$ cat config.mk
export PLATFORM = sky130hd
export DESIGN_NAME = multicycle_alu_control
export DESIGN_NICKNAME = d
export VERILOG_FILES = /design/src/rtl/multicycle_alu_control.sv
export SDC_FILE = /design/constraint.sdc
export NUM_CORES = 1
export LEC_CHECK = 0
export CORE_MARGIN = 2
export CORE_UTILIZATION = 44
export DETAILED_ROUTE_END_ITERATION = 8
export GPL_ROUTABILITY_DRIVEN = 0
export PLACE_DENSITY = 0.79
export SLEW_MARGIN = 40
export SYNTH_ARGS = -nofsm -noshare
export SYNTH_HDL_FRONTEND = slang
export SYNTH_SLANG_ARGS = --single-unit
$ cat constraint.sdc
create_clock -name CLK -period 1.5 [get_ports CLK]
set_input_delay 0.3 -clock CLK [delete_from_list [all_inputs] [get_ports CLK]]
set_output_delay 0.3 -clock CLK [all_outputs]
set_load 0.01 [all_outputs]
$ cat src/rtl/multicycle_alu_control.sv
// rtl/multicycle_alu_control.sv - multicycle MIPS control FSM with ALU control decode; ILLEGAL_TRAP_EN makes the illegal-instruction state a terminal trap
module multicycle_alu_control #(
  parameter int CTRL_W = 4
) (
  input  logic              CLK,
  input  logic              Reset_L,
  input  logic [5:0]        Opcode,
  input  logic [5:0]        Funct,
  input  logic              Zero,
  input  logic              MemAck,
  output logic              MemReq,
  output logic              MemWrite,
  output logic              IorD,
  output logic              IRWrite,
  output logic              RegDst,
  output logic              MemtoReg,
  output logic              RegWrite,
  output logic [1:0]        ALUSrcA,
  output logic [1:0]        ALUSrcB,
  output logic              ZeroExt,
  output logic [CTRL_W-1:0] ALUCtrl,
  output logic              PCWrite,
  output logic [1:0]        PCSource,
  output logic              Illegal
);

  // ALU operation encodings understood by the datapath ALU
  localparam logic [CTRL_W-1:0] ALU_AND  = 4'b0000;
  localparam logic [CTRL_W-1:0] ALU_OR   = 4'b0001;
  localparam logic [CTRL_W-1:0] ALU_ADD  = 4'b0010;
  localparam logic [CTRL_W-1:0] ALU_SLL  = 4'b0011;
  localparam logic [CTRL_W-1:0] ALU_SRL  = 4'b0100;
  localparam logic [CTRL_W-1:0] ALU_SUB  = 4'b0110;
  localparam logic [CTRL_W-1:0] ALU_SLT  = 4'b0111;
  localparam logic [CTRL_W-1:0] ALU_ADDU = 4'b1000;
  localparam logic [CTRL_W-1:0] ALU_SUBU = 4'b1001;
  localparam logic [CTRL_W-1:0] ALU_XOR  = 4'b1010;
  localparam logic [CTRL_W-1:0] ALU_SLTU = 4'b1011;
  localparam logic [CTRL_W-1:0] ALU_NOR  = 4'b1100;
  localparam logic [CTRL_W-1:0] ALU_SRA  = 4'b1101;
  localparam logic [CTRL_W-1:0] ALU_LUI  = 4'b1110;

  localparam logic [5:0] OPC_RTYPE = 6'h00;

  typedef enum logic [3:0] {
    IDLE, FETCH, DECODE, MEMADR, MEMRD, MEMWB, MEMWR,
    EXEC, RWB, IEXEC, IWB, BRANCH, JUMP, ILL
  } stateT;

  typedef enum logic [2:0] {
    OP_NOP, OP_LW, OP_SW, OP_RTYPE, OP_ITYPE, OP_BEQ, OP_J, OP_ILL
  } opClassT;

  stateT             state, nextState;
  opClassT           opClass, decClass;
  logic [CTRL_W-1:0] aluOp, decAlu;
  logic              shiftOp, decShift;
  logic              zeroExtQ, decZext;

  // Instruction decode of the IR fields; only consumed while in DECODE
  always_comb begin
    decClass = OP_ILL;
    decAlu   = ALU_AND;
    decShift = 1'b0;
    decZext  = 1'b0;
    case (Opcode)
      6'h23: begin decClass = OP_LW;  decAlu = ALU_ADD; end
      6'h2B: begin decClass = OP_SW;  decAlu = ALU_ADD; end
      6'h04: begin decClass = OP_BEQ; decAlu = ALU_SUB; end
      6'h02: decClass = OP_J;
      OPC_RTYPE: begin
        decClass = OP_RTYPE;
        case (Funct)
          6'h20: decAlu = ALU_ADD;
          6'h21: decAlu = ALU_ADDU;
          6'h22: decAlu = ALU_SUB;
          6'h23: decAlu = ALU_SUBU;
          6'h24: decAlu = ALU_AND;
          6'h25: decAlu = ALU_OR;
          6'h26: decAlu = ALU_XOR;
          6'h27: decAlu = ALU_NOR;
          6'h2A: decAlu = ALU_SLT;
          6'h2B: decAlu = ALU_SLTU;
          6'h00: begin decAlu = ALU_SLL; decShift = 1'b1; end
          6'h02: begin decAlu = ALU_SRL; decShift = 1'b1; end
          6'h03: begin decAlu = ALU_SRA; decShift = 1'b1; end
          // unknown funct still passes through EXEC, then diverts to ILL
          default: decClass = OP_ILL;
        endcase
      end
      6'h08: begin decClass = OP_ITYPE; decAlu = ALU_ADD;  end
      6'h09: begin decClass = OP_ITYPE; decAlu = ALU_ADDU; end
      6'h0A: begin decClass = OP_ITYPE; decAlu = ALU_SLT;  end
      6'h0B: begin decClass = OP_ITYPE; decAlu = ALU_SLTU; end
      6'h0C: begin decClass = OP_ITYPE; decAlu = ALU_AND; decZext = 1'b1; end
      6'h0D: begin decClass = OP_ITYPE; decAlu = ALU_OR;  decZext = 1'b1; end
      6'h0E: begin decClass = OP_ITYPE; decAlu = ALU_XOR; decZext = 1'b1; end
      6'h0F: begin decClass = OP_ITYPE; decAlu = ALU_LUI; end
      default: decClass = OP_ILL;
    endcase
  end

  // State register; async reset drops every Moore output immediately
  always_ff @(posedge CLK or negedge Reset_L) begin
    if (!Reset_L) begin
      state <= IDLE;
    end else begin
      state <= nextState;
    end
  end

  // Op-class and ALU setup captured in DECODE so later states need not watch the IR
  always_ff @(posedge CLK or negedge Reset_L) begin
    if (!Reset_L) begin
      opClass  <= OP_NOP;
      aluOp    <= ALU_AND;
      shiftOp  <= 1'b0;
      zeroExtQ <= 1'b0;
    end else if (state == DECODE) begin
      opClass  <= decClass;
      aluOp    <= decAlu;
      shiftOp  <= decShift;
      zeroExtQ <= decZext;
    end
  end

  // Next-state and output decode; anything not set in a state stays 0
  always_comb begin
    nextState = state;
    MemReq    = 1'b0;
    MemWrite  = 1'b0;
    IorD      = 1'b0;
    IRWrite   = 1'b0;
    RegDst    = 1'b0;
    MemtoReg  = 1'b0;
    RegWrite  = 1'b0;
    ALUSrcA   = 2'd0;
    ALUSrcB   = 2'd0;
    ZeroExt   = 1'b0;
    ALUCtrl   = ALU_AND;
    PCWrite   = 1'b0;
    PCSource  = 2'd0;
    Illegal   = 1'b0;
    case (state)
      IDLE: nextState = FETCH;
      FETCH: begin
        MemReq  = 1'b1;
        ALUSrcB = 2'd1;
        ALUCtrl = ALU_ADD;
        // PC+4 and IR load happen in the cycle the fetch completes
        if (MemAck) begin
          IRWrite   = 1'b1;
          PCWrite   = 1'b1;
          nextState = DECODE;
        end
      end
      DECODE: begin
        ALUSrcB = 2'd3;
        ALUCtrl = ALU_ADD;
        if (Opcode == OPC_RTYPE) begin
          nextState = EXEC;
        end else begin
          case (decClass)
            OP_LW, OP_SW: nextState = MEMADR;
            OP_ITYPE:     nextState = IEXEC;
            OP_BEQ:       nextState = BRANCH;
            OP_J:         nextState = JUMP;
            default:      nextState = ILL;
          endcase
        end
      end
      MEMADR: begin
        ALUSrcA   = 2'd1;
        ALUSrcB   = 2'd2;
        ALUCtrl   = ALU_ADD;
        nextState = (opClass == OP_LW) ? MEMRD : MEMWR;
      end
      MEMRD: begin
        MemReq = 1'b1;
        IorD   = 1'b1;
        if (MemAck) nextState = MEMWB;
      end
      MEMWB: begin
        RegWrite  = 1'b1;
        MemtoReg  = 1'b1;
        nextState = FETCH;
      end
      MEMWR: begin
        MemReq   = 1'b1;
        MemWrite = 1'b1;
        IorD     = 1'b1;
        if (MemAck) nextState = FETCH;
      end
      EXEC: begin
        ALUSrcA   = shiftOp ? 2'd2 : 2'd1;
        ALUCtrl   = aluOp;
        nextState = (opClass == OP_ILL) ? ILL : RWB;
      end
      RWB: begin
        RegWrite  = 1'b1;
        RegDst    = 1'b1;
        ALUCtrl   = aluOp;
        nextState = FETCH;
      end
      IEXEC: begin
        ALUSrcA   = 2'd1;
        ALUSrcB   = 2'd2;
        ALUCtrl   = aluOp;
        ZeroExt   = zeroExtQ;
        nextState = IWB;
      end
      IWB: begin
        RegWrite  = 1'b1;
        ALUCtrl   = aluOp;
        ZeroExt   = zeroExtQ;
        nextState = FETCH;
      end
      BRANCH: begin
        ALUSrcA   = 2'd1;
        ALUCtrl   = ALU_SUB;
        PCSource  = 2'd1;
        PCWrite   = Zero;
        nextState = FETCH;
      end
      JUMP: begin
        PCSource  = 2'd2;
        PCWrite   = 1'b1;
        nextState = FETCH;
      end
      ILL: begin
`ifdef ILLEGAL_TRAP_EN
        Illegal   = 1'b1;
        nextState = ILL;
`else
        nextState = FETCH;
`endif
      end
      default: nextState = IDLE;
    endcase
  end

endmodule

## Word level (Yosys, flattened, before mapping)

Cells that the tools add are included.
W data, S select, Z words.

- Word-level logic and storage cells: 101
- Input port bits: 16
- Flip-flop bits (word level): 13
- Output and inout bits: 20

- Equal/unequal tests: 47
- Multiplexer cells: 30
- Reductions and logical operators: 19

Operators with widths:

| cell | count |
|---|---|
| $eq A6 B6 Y1 const B | 12 |
| $eq A6 B4 Y1 const B | 8 |
| $pmux W4 S12 | 1 |
| $pmux W4 S9 | 1 |
| $pmux W4 S8 | 1 |
| $eq A4 B4 Y1 const B | 6 |
| $reduce_or A3 Y1 | 7 |
| $eq A6 B2 Y1 const B | 3 |
| $pmux W3 S6 | 1 |
| $eq A4 B3 Y1 const B | 4 |
| $mux W4 | 4 |
| $pmux W4 S4 | 1 |
| $reduce_or A13 Y1 | 1 |
| $eq A3 B3 Y1 const B | 4 |
| $logic_not A6 Y1 | 2 |
| $mux W1 | 12 |
| $pmux W4 S3 | 1 |
| $eq A4 B2 Y1 const B | 2 |
| $pmux W2 S2 | 2 |
| $reduce_or A2 Y1 | 4 |
| $reduce_or A8 Y1 | 1 |
| $reduce_or A7 Y1 | 1 |
| $eq A3 B1 Y1 const B | 2 |
| $eq A6 B3 Y1 const B | 1 |
| other kinds (10) | 14 |

## Logic depth before layout (Yosys ltp)

Gate-level depths: netlist (run 1).

- Depth after elaboration: 9
- Mapped depth: 7
- Mapped depth without buffers: 5

## Worst setup path after synthesis (run 1)

Ideal clock, no wire load.

- Path type: reg2out
- Start: register state[1]
- End: output port PCWrite
- Arrival: 1401 ps
- Slack: -201 ps
- Cell stages (with the launch flop): 4
- Path buffers: 0
- Required time: 1200 ps
- Cells stage by stage: dfrtp_1 -> nand2b_1 -> nor4b_1 -> a211o_1

- Longest elaborated chain between the ends: 2
- Elaborated cells between the ends (all ways): 4
- Classes of those cells: eq/ne (3); mux (1)

Ends and longest elaborated chain:

| what | RTL line | RTL |
|---|---|---|
| start: declaration | 54 | `stateT state, nextState;` |
| start signal: assignment | 108 | `state <= nextState;` |
| $eq A4 B4 Y1 / $eq A4 B1 Y1 (equally long branches) | 144 | `case (state)` |
| $pmux W1 S3 (*) | 144 |  |
| end: declaration | 22 | `output logic PCWrite,` |

Mark *: on every way between the ends. The rest lies on a longest branch, timed or not.

## Worst setup path after layout (run 1)

- Start: register state[3]
- End: output port ALUCtrl[0]

- Longest elaborated chain between the ends: 3
- Elaborated cells between the ends (all ways): 11
- Classes of those cells: eq/ne (8); mux (1); reduce/logical (2)

Ends and longest elaborated chain:

| what | RTL line | RTL |
|---|---|---|
| $eq A4 B4 Y1 (tied with other cells) | 144 |  |
| $reduce_or A4 Y1 (no source line) / $reduce_or A3 Y1 (equally long branches) | - |  |
| $pmux W4 S3 (*) | 144 |  |
| end: declaration | 21 | `output logic [CTRL_W-1:0] ALUCtrl,` |

Marked as above.

==> results of run 1 <==
==> cell families (layout without fill, tap and decap cells) <==
family	Yosys count	after routing	share of synthesized area [%]
AND/OR/NAND/NOR	87	87	34.3
AO/OA/AOI/OAI	62	62	30.3
buffers and inverters	27	133	8.78
flip-flops	13	13	23.3
multiplexers	4	4	3.05
other	1	1	0.269
==> timing repair <==
item                       in CTS  in global routing
gates cloned                    1                  0
gates resized for setup       157                 35
setup buffers                  25                 15
setup endpoints to repair      32                 32
pin swaps                      24                 14
==> sequential cells by signal (all words and copies together), names as in the netlist <==
name	cells
opClass	3
state	4
zeroExtQ	1
aluOp	4
shiftOp	1
==> cell usage after synthesis, types with 3 or more instances <==
cell type  count
nand2_1       22
nor2_1        20
a21oi_1       14
clkbuf_1      13
dfrtp_1       13
o21ai_0       13
nor2b_1        9
nand2b_1       8
inv_1          7
a211o_1        5
nand3_1        5
and2_1         4
nor3_1         3
o221ai_1       3
o22ai_1        3
==> through the flow <==
step | cells | setup WS, ps | power, mW | hold slack, ps | util, %
after floorplan | 194 | -144 | 1.61 | 4.41 | -
after global placement | 312 | -558 | 2.55 | 467 | 71.1
after detailed placement | 312 | -545 | 2.62 | 480 | 71.1
after CTS | 338 | -381 | 3.69 | 346 | 85.4
after global routing | 344 | -518 | 4.42 | 340 | 89.4
final | 344 | -486 | 4.23 | 331 | 89.4
==> worst max-delay path, stage by stage (launching register included) <==
cell and delay, ps:
dfrtp_2 440, buf_4 160, buf_6 110, nand2b_4 150
nor2_4 110, a21o_1 140, and2_1 150, buf_2 140
==> cell type report <==
type	instances	area [um^2]
well taps	44	55.1
flip-flops and latches	13	330
fillers	137	322
repair buffers	122	1040
multi-input cells	154	1220
clock buffers	4	26.3
inverters	7	31.3
==> final timing paths <==
| path | to | slack, ps | from | depth (start not counted) |
|---|---|---|---|---|
| setup / recovery | ALUCtrl[0] | -490 | state[3] | 7 |
| max in group asynchronous | state[0] | 980 | Reset_L | 2 |
| hold / removal | opClass[1] | 330 | Reset_L | 2 |
| min in group CLK | aluOp[1] | 550 | aluOp[1] | 2 |
| hold reg to reg | aluOp[1] | 550 | aluOp[1] | 2 |
| setup reg to reg | aluOp[0] | -460 | state[3] | 7 |
==> where the power goes <==
group	switching [mW]	internal [mW]
registers	0.205	0.508
logic	1.55	1.74
clock network	0.123	0.103
==> cells in the final DEF, fill, tap and decap left out, drive strengths merged, types with 4 or more instances in the layout <==
master         synthesis  layout
nand2                 22      22
dfrtp                 13      13
o21ai                 16      16
nor2                  21      21
buf                    7     106
and2                   4       4
nand2b                 9       9
a211o                  5       5
nand3                  5       5
dlygate4sd2            0       4
clkdlybuf4s50          0      10
inv                    7       7
a21oi                 14      14
clkbuf                13       6
nor2b                  9       9
==> layer usage <==
| metal | up-vias | track usage (%) | wire length (um) |
|---|---|---|---|
| met5 | - | 0 | 0 |
| met4 | 0 | 25.4 | 448 |
| met3 | 44 | 5.76 | 485 |
| met2 | 150 | 62.6 | 3220 |
| met1 | 962 | 35.6 | 2340 |
| li1 | 922 | - | - |
==> summary.txt, run 1 <==
STA
  – Maximum clock rate: 503 MHz
  – Setup violators final: 32
  – Final Critical Period: 1990 ps
  – Final hold vios: 0
  – Max-slew violation count: 0
  – Final period utilization: 132%
  – Setup ws final: -486 ps
  – Clock Skew: 5.25 ps
  – RSZ-0062 raised after global routing: true
  – Setup TNS: -9790 ps

Pwr
  – Worst VDD drop: 0.762 mV
  – LEAKAGE: roughly 1.3 nW
  – P per Cell Area: 1560 nW/um^2

Clock network
  – Clk_lat worst skew: 280 ps
  – Num CTS Buffers: 3
  – Hold buffers post-CTS: 0
  – Clk slew on worst S/H paths: 80 ps
  – CTS HTree Levels: 1
  – Clock root buffer master: clkbuf_4
  – CTS Sinks: 13
  – Longest Clk Path Bufs: 2
  – CTS tree: built

Run
  – Max-cap violations: 0

Yosys
  – Syn Inst Count: 194
  – Post-synth top flop: dfrtp_1
  – Top cells by area, synth: dfrtp_1, nand2_1, nor2_1
  – Synth area leader: dfrtp_1
  – Net Count, Synth: 210
  – Sequential fraction of the synthesis area: 23.3%
  – Asr flop ratio synth: 100%
  – Syn Area/Cell: 7.20 um^2
  – Seq cells post-synth: 13
  – Netlist Area Pre-Place: approximately 1400 um^2
  – Post-synth EDFFs: 0
  – Yosys warnings: 0
  – Distinct cells, synth: 54
  – Synth top area share: 23.3%

Detailed routing
  – Antenna-violating nets left: 0
  – 1st-pass router iterations: 5
  – Drt drc: 0
  – Iteration-0 DRC Markers: 110
  – WL final: around 6500 um
  – Routed vias/inst: 6.04
  – Vias: 2,078
  – WL/cell: around 19 um

Critical path
  – Crit-path max FO: 3
  – Worst setup EP type: primary output
  – Kind of critical path: flop to primary output
  – Crit path launch type: flop
  – Worst path arrival time: 1690 ps
  – Crit path required time: 1200 ps

Cells and area
  – Synth-to-layout area growth: 93.8%
  – Antenna diodes: 0
  – Nets: about 320
  – Share of post-route cells with drive strength above 1: 55.3%
  – Fin area: 2710 um^2

Die
  – Core Box Area: 3030 um^2
  – Die Span X: 60.3 um
  – Io pins: 36
  – Site Rows: 20
  – Initial Util: roughly 46%
  – Die height: 60.3 um
  – Full die area: 3640 um^2

Outcome
  – Status: complete, but fails checks
  – Failing checks: setup timing

Placement
  – Placed Area: 2150 um^2
  – DP Wirelength: around 3300 um
  – I/O Buffers: 34

Global route
  – Largest net degree at the start of global routing: 14
  – Total track usage: about 35%
  – Vias in the first global route: between 2,000 and 2,500
  – Initial antenna violation count: 0
  – Global-route wire length before repair: between 9000 and 10,000 um
  – GRT Residual Overflow: 0

Worst hold path
  – Hold Path Class: input pin to asynchronous set/reset pin
No activity file was read; power rests on OpenSTA's default activity.
==> inputs of run 2 (changes only) <==
CORE_UTILIZATION = 50   (was 44)
DONT_BUFFER_PORTS = 1   (was not set)
PLACE_DENSITY = 0.71   (was 0.79)
==> summary.txt, run 2 (synthesis results as in run 1) <==
Outcome
  – Status: complete, but fails checks
  – Failing checks: setup timing

Die
  – Die Span X: 56.8 um (-5.8%)
  – Full die area: 3230 um^2 (-11%)
  – Core Box Area: 2710 um^2 (-10%)
  – Initial Util: 51.5% (+5.4 points)
  – Site Rows: 19 (-5.0%)
  – Die height: 56.8 um (-5.8%)
  – Io pins: 36 (unchanged)

STA
  – Slew @ Worst Pin: about 600 ps
  – Setup ws final: -305 ps (+181 ps)
  – Max_slew headroom: 60.2%
  – Setup violators final: 32 (unchanged)
  – Hold slack: 194 ps (-137 ps)
  – Final hold vios: 0 (unchanged)
  – Final Critical Period: 1810 ps (-181 ps)
  – Max-slew violation count: 0 (unchanged)
  – RSZ-0062 raised after global routing: true
  – Setup TNS: -5620 ps (+4170 ps)
  – Final period utilization: 120% (-12 points)
  – Maximum clock rate: 554 MHz (+10%)
  – Clock Skew: 1.89 ps (-3.36 ps)

Detailed routing
  – Drt drc: 0 (unchanged)
  – 1st-pass router iterations: 5 (unchanged)
  – Routed vias/inst: 6.85 (+13%)
  – Antenna-violating nets left: 0 (unchanged)
  – Iteration-0 DRC Markers: 136 (+24%)
  – Vias: 1,821 (-12%)
  – WL final: 5830 um (-10%)
  – WL/cell: 21.9 um (+16%)

Cells and area
  – Share of post-route cells with drive strength above 1: 46.4% (-9.0 points)
  – Antenna diodes: 0 (unchanged)
  – Nets: 252 (-21%)
  – Commonest non-fill, non-tap cell in the layout: buf_4
  – Fill cells: 148 (+8.0%)
  – Synth-to-layout area growth: 53.5%
  – Commonest non-fill, non-tap cells in the layout: buf_4, nand2_1, buf_6
  – Top flop regs: aluOp (4), state (4), opClass (3)

Critical path
  – Slowest CP cell: dfrtp_1
  – Crit-path max FO: 5 (+2)
  – Crit. Startpoint: state[3]
  – Kind of critical path: flop to primary output
  – Worst R2R Start: state[0]
  – Crit path launch type: flop
  – WP buf/inv: 2 (-1)
  – Crit path max-delay family: flip-flops
  – Max incr delay on CP: 430 ps (about the same)
  – Crit path required time: 1200 ps (about the same)
  – Crit path cell chain: buf_6 > buf_12 > nor2b_4 > a21oi_2 > o22ai_2
  – Worst path arrival time: 1510 ps (-180 ps)
  – Worst setup EP type: primary output

Clock network
  – CTS Sinks: 13 (unchanged)
  – Clk_lat worst skew: 280 ps (about the same)
  – Num CTS Buffers: 3 (unchanged)
  – CTS tree: built
  – CTS HTree Levels: 1 (unchanged)
  – Clk slew on worst S/H paths: 80 ps (about the same)
  – Longest Clk Path Bufs: 2 (unchanged)
  – Clock root buffer master: clkbuf_4

Pwr
  – LEAKAGE: 0.932 nW (-27%)
  – P per Cell Area: 1800 nW/um^2 (+15%)
  – Worst VDD drop: 1.70 mV (+120%)

Global route
  – Global-route wire length before repair: 7210 um (-23%)
  – Total track usage: 28.3% (-6.3 points)
  – Vias in the first global route: 1,557 (-23%)
  – Largest net degree at the start of global routing: 16 (+2)
  – GRT Residual Overflow: 0 (unchanged)
  – Initial antenna violation count: 0 (unchanged)

Placement
  – DP Wirelength: 2630 um (-20%)
  – I/O Buffers: 0 (-100%)
  – Post-place setup slack: -83.9 ps (+461 ps)

Run
  – Max-cap violations: 0 (unchanged)

Worst hold path
  – Hold_sp: Opcode[4]
  – Hold Path Class: input pin to flop
-- run 2: cell count changes in the layout (fill, tap and decap cells not counted), sizes merged --
cell | before | now
buf | 106 | 56
clkdlybuf4s50 | 10 | 0
dlygate4sd2 | 4 | 0
clkbuf | 6 | 4
dlygate4sd3 | 0 | 1
-- run 2: final cells by class --
class                   instances  area [um^2]  area share, %
multi-input cells             154         1220           56.7
repair buffers                 57          508           23.7
inverters                       7         28.8           1.34
flip-flops and latches         13          325           15.2
clock buffers                   4         26.3           1.23
well taps                      31         38.8           1.81
-- run 2: power breakdown --
group,internal (mW),switching (mW),total (mW),leakage (nW)
Sequential,0.499,0.144,0.643,0.164
Clock,0.103,0.117,0.220,0.0150
Combinational,1.47,1.53,3.00,0.753
-- run 2: final timing paths --
| check | end | slack (ps) | cells past startpoint |
|---|---|---|---|
| max | ALUCtrl[1] | -310 | 5 |
| min in group asynchronous | state[1] | 460 | 1 |
| max reg2reg | aluOp[1] | -260 | 6 |
| min reg2reg | aluOp[2] | 520 | 2 |
| max in group asynchronous | aluOp[3] | 660 | 1 |
| min | opClass[0] | 190 | 2 |
-- run 2: per-layer routing --
metal  vias to the layer above  share of wire (%)  GRT usage (%)
met5                         -                  0              0
met4                         0                4.7           11.3
met3                        27                8.5           3.69
met2                       127                 48           51.0
met1                       886                 38           33.5
li1                        781                  -              -
-- run 2: what timing repair did --
item | CTS | global route
hold buffers | 1 | 0
cloned | 3 | 1
endpoints found under the hold margin | 13 | 0
pin swaps | 15 | 13
gates resized for setup | 47 | 34
endpoints found under the setup margin | 24 | 31
buffers inserted | 17 | 17
-- run 2: per-stage QoR --
step | area, um^2 | util (%) | total power [mW] | cells
6_report | 2140 | 79.1 | 3.86 | 266
5_1_grt | 2140 | 79.1 | 3.97 | 266
4_1_cts | 1870 | 69.0 | 2.91 | 248
3_5_place_dp | 1480 | 54.6 | 1.93 | 223
3_3_place_gp | 1480 | 54.6 | 1.90 | 223
2_1_floorplan | 1410 | - | 1.61 | 194
